File: src/rtl/lab3_converter_state_diagram.sv
// Serial Excess-3 to BCD converter (Mealy FSM).
// One digit = four cycles, LSB first; the machine subtracts 0011 bit by bit
// with a ripple borrow carried in the state, and wraps back to bit0 with no
// gap cycle. Invalid codes still yield (code - 3) mod 16, with the final
// borrow dropped.
// Optional build macro: CONV_ERR_EN adds the Err output, which flags
// codes outside 0011..1100 during the bit3 cycle.
module lab3_converter_state_diagram (
    input  logic Clk,
    input  logic Rst,
    input  logic X,
    output logic Z
`ifdef CONV_ERR_EN
    ,
    output logic Err
`endif
);

    // S0 = bit0; odd states = no borrow pending, even states (S2/S4/S6) = borrow pending
    typedef enum logic [2:0] {
        S0 = 3'd0,
        S1 = 3'd1,
        S2 = 3'd2,
        S3 = 3'd3,
        S4 = 3'd4,
        S5 = 3'd5,
        S6 = 3'd6
    } state_t;

    state_t state, next_state;

    // State register; synchronous reset restarts at bit0 of a new digit
    always_ff @(posedge Clk) begin
        if (Rst) state <= S0;
        else     state <= next_state;
    end

    // Next-state and Mealy output; the unused encoding falls back to S0 with Z=0
    always_comb begin
        next_state = S0;
        Z          = 1'b0;
        case (state)
            S0: begin
                Z          = ~X;
                next_state = X ? S1 : S2;
            end
            S1: begin
                Z          = ~X;
                next_state = X ? S3 : S4;
            end
            S2: begin
                Z          = X;
                next_state = S4;
            end
            S3: begin
                Z          = X;
                next_state = S5;
            end
            S4: begin
                Z          = ~X;
                next_state = X ? S5 : S6;
            end
            S5: begin
                Z          = X;
                next_state = S0;
            end
            S6: begin
                Z          = ~X;
                next_state = S0;
            end
            default: begin
                Z          = 1'b0;
                next_state = S0;
            end
        endcase
        if (Rst) Z = 1'b0;
    end

`ifdef CONV_ERR_EN
    // Last three input bits; in the bit3 cycle this holds {b2, b1, b0}
    logic [2:0] hist;
    logic [3:0] code;

    // Shift in each incoming bit so the full code is visible on bit3
    always_ff @(posedge Clk) begin
        if (Rst) hist <= 3'b000;
        else     hist <= {X, hist[2:1]};
    end

    // Flag codes outside 3..12, only while the bit3 cycle is on the wire
    always_comb begin
        code = {X, hist};
        Err  = 1'b0;
        if (!Rst && (state == S5 || state == S6))
            Err = (code < 4'd3) || (code > 4'd12);
    end
`endif

endmodule

File: config.mk
export PLATFORM = sky130hd
export DESIGN_NAME = lab3_converter_state_diagram
export DESIGN_NICKNAME = d
export VERILOG_FILES = /design/src/rtl/lab3_converter_state_diagram.sv
export SDC_FILE = /design/constraint.sdc
export NUM_CORES = 1
export LEC_CHECK = 0
export ABC_AREA = 1
export BUFFER_PORTS_ARGS = -buffer_cell sky130_fd_sc_hd__buf_2
export CORE_AREA = 3 3 40 42
export DETAILED_ROUTE_END_ITERATION = 16
export DIE_AREA = 0 0 43 45
export PLACE_DENSITY = 0.3
export SETUP_SLACK_MARGIN = 0.1
export SYNTH_ARGS = -nofsm -noshare
export SYNTH_HDL_FRONTEND = slang
export SYNTH_SLANG_ARGS = --single-unit
File: constraint.sdc
create_clock -name Clk -period 1 [get_ports Clk]
set_clock_uncertainty 0.2 [all_clocks]
set_input_delay 0.15 -clock Clk [delete_from_list [all_inputs] [get_ports Clk]]
set_output_delay 0.15 -clock Clk [all_outputs]
set_load 0.05 [all_outputs]
==> flow_summary.toml <==
[status]
status = "finished with violations"
violations = "negative setup slack"

[power_and_ir_drop]
power_frac_comb_pct = 38.3
p_leak_uw = 0.000171
p_seq_share_pct = 26.1
p_per_area_mw_per_mm2 = 1540
clockPowerShare_pct = 35.7
p_sw_uw = 187
swShare_pct = 32.1
internal_power_uw = 396
peakVddDrop_mv = 0.428

[grt]
antenna_found_initial = 0
grt_use_met1_pct = 6.02
grt_busiest_layer = "met2"
grt_pass1_wl_um = 828
grt_pass1_vias = 233
met2_usage_pct = 9.88
grt_max_degree = 5
grt_usage_pct = 6.08
use_met3_pct = 1.20
gr-total-overflow = 0

[placed_design]
placed_area_um2 = 270
numPortBuffers = 3
hpwl_um = 334
dp_cells = 51
gp_congestion = 0.667
place_ws_ns = -0.250

[clock_tree]
cts_tree = "done"
hold_buffers = 0
cts-root-buf = "clkbuf_4"
clk_latency_ns = 0.23
htreeDepth = 1
cts.path.max_buffers = 2
clock_sink_count = 3
path_clk_slew_ns = 0.04
numCtsBuffers = 3

[cells_and_area]
top_register = "state"
largest_register_ffs = 3
largestRegisters = "state x3"
n_antenna_cell = 0
final_area_um2 = 378
syn2layout_area_growth_pct = 134
final_nets = 48
final_layout_size_suffix_gt1_share_pct = 75.0
final_core_util_pct = 29.4
stdcell_count = 59

[logic_synthesis]
syn_inst = 26
netlist_area_um2 = 161
synth_nets = 29
synth_xor_area_share_pct = 0
synth_compound_area_share_pct = 23.3
synthMuxAreaShare_pct = 0
synth.top_cells.by_area = "dfxtp_1, a21oi_1, nand2_1"
synth_seq_cells = 3
synth_ff_type = "dfxtp_1"
synthArstFlopShare_pct = 0
syn_area_per_cell_um2 = 6.21
yosysMostFrequentCell = "nand2_1"
synth_top_family_by_area = "simple AND/OR/NAND/NOR gates"
synth-edff-count = 0
synth-seq-area-share_pct = 37.2
ys_types = 10
synth_common_cells = "nand2_1, a21oi_1, nor2_1"
ys_warn_count = 0
synthSimpleGateAreaFrac_pct = 27.9
yosysTopAreaCell = "dfxtp_1"
synthAdderAreaFrac_pct = 0
yosysTopAreaCellShare_pct = 37.2

[timing]
relSlewSlack_pct = 88.7
fmax_mhz = 704
finalCriticalPeriod_ns = 1.42
period_share_pct = 142
rsz0062_at_grt = "yes"
setup_ws_ns = -0.421
setup_viol = 4
hold_violations = 0
hold-worst-slack_ns = 0.0971
worst_pin_slew_ns = 0.169
slew_viol_final = 0

[die]
core_mm2 = 0.00128
dieArea_mm2 = 0.00194
die_w_um = 43
die_y_um = 45
initial_core_util_pct = 12.6
ioPinCount = 4
num_rows = 13

[critical_path]
slowest_stage = "dfxtp_2"
start_kind = "register"
r2r_slack_ns = -0.11
path_class = "register to output port"
crit_path_end_kind = "output port"
cp_max_fo = 3
max_stage_delay_ns = 0.34
worstPathArrival_ns = 1.07
worstPathCellList = "inv_4 > nand2_2 > nand2_2 > a21oi_4 > nor2_4 > buf_6"
crit_top_cell = "nand2_2"
required_ns = 0.65

[job]
drv_cap = 0

[drt]
via_per_inst = 3.93
routed_wl_um = 508
dr.pass1.iters = 4
drt_iter0_drc = 5
drc = 0
drtAntennaViolNets = 0
routedWlPerCell_um = 8.61
dr_total_vias = 232

[worst_hold_path]
hold_class = "primary input to register"
area by class of cell:
cell class / instances / area (um^2)
clock buffers: 4 / 26.3
fillers: 154 / 907
inverters: 5 / 21.3
multi-input cells: 18 / 134
flip-flops and latches: 3 / 66.3
well taps: 15 / 18.8
repair buffers: 14 / 111
per-stage QoR:
stage	setup TNS, ns	total power [uW]
final	-0.682	584
after global routing	-0.869	618
after CTS	-0.471	561
after detailed placement	-0.321	299
after global placement	-0.340	300
after floorplan	-0.170	243
critical path, delay by kind of cell (launching register included):
kind / cells / cell delay, ns
simple gates: 3 / 0.16
compound gates: 1 / 0.14
buf+inv: 2 / 0.19
flops: 1 / 0.34
path summary, 6_finish.rpt:
kind,cells past startpoint,startpoint,end
worst max-delay path,6,state[1],Z
worst min register to register,4,state[1],state[2]
worst min-delay path,4,X,state[0]
worst max register to register,5,state[0],state[2]
placed cells by master, fill, tap and decap left out, types with 2 or more instances in the layout:
master / synthesis / final
nor2_4: 0 / 2
dfxtp_2: 0 / 2
buf_2: 0 / 2
clkbuf_4: 0 / 3
buf_6: 0 / 3
a21oi_1: 4 / 2
inv_1: 3 / 2
buf_4: 0 / 9
nor2_1: 4 / 3
nand2_2: 0 / 3
inv_2: 2 / 2
logic make-up (layout without fill, tap and decap cells):
logic type,Yosys count,count (layout)
buffers and inverters,5,23
flip-flops,3,3
AND/OR/NAND/NOR,11,11
AO/OA/AOI/OAI,7,7
power groups by stage:
stage	registers [uW]	clock network (uW)	logic, uW
2_1_floorplan	151	0	92.6
3_3_place_gp	152	0	148
3_5_place_dp	151	0	148
4_1_cts	150	221	191
5_1_grt	154	223	242
6_report	152	208	223
layer usage:
layer  part of all wire [%]  vias to the layer above  routed length, um
li1                       -                      120                  -
met2                     54                        5                272
met1                     41                      107                209
met5                      0                        -                  0
met3                    4.9                        0                 25
met4                      0                        0                  0
repair_timing:
| item | CTS | global route |
|---|---|---|
| pin swaps | 4 | 5 |
| endpoints found under the hold margin | 0 | 0 |
| endpoints found under the setup margin | 4 | 4 |
| gates resized for setup | 10 | 6 |
| buffers inserted | 2 | 2 |
Power figures use the tool's default switching activity.
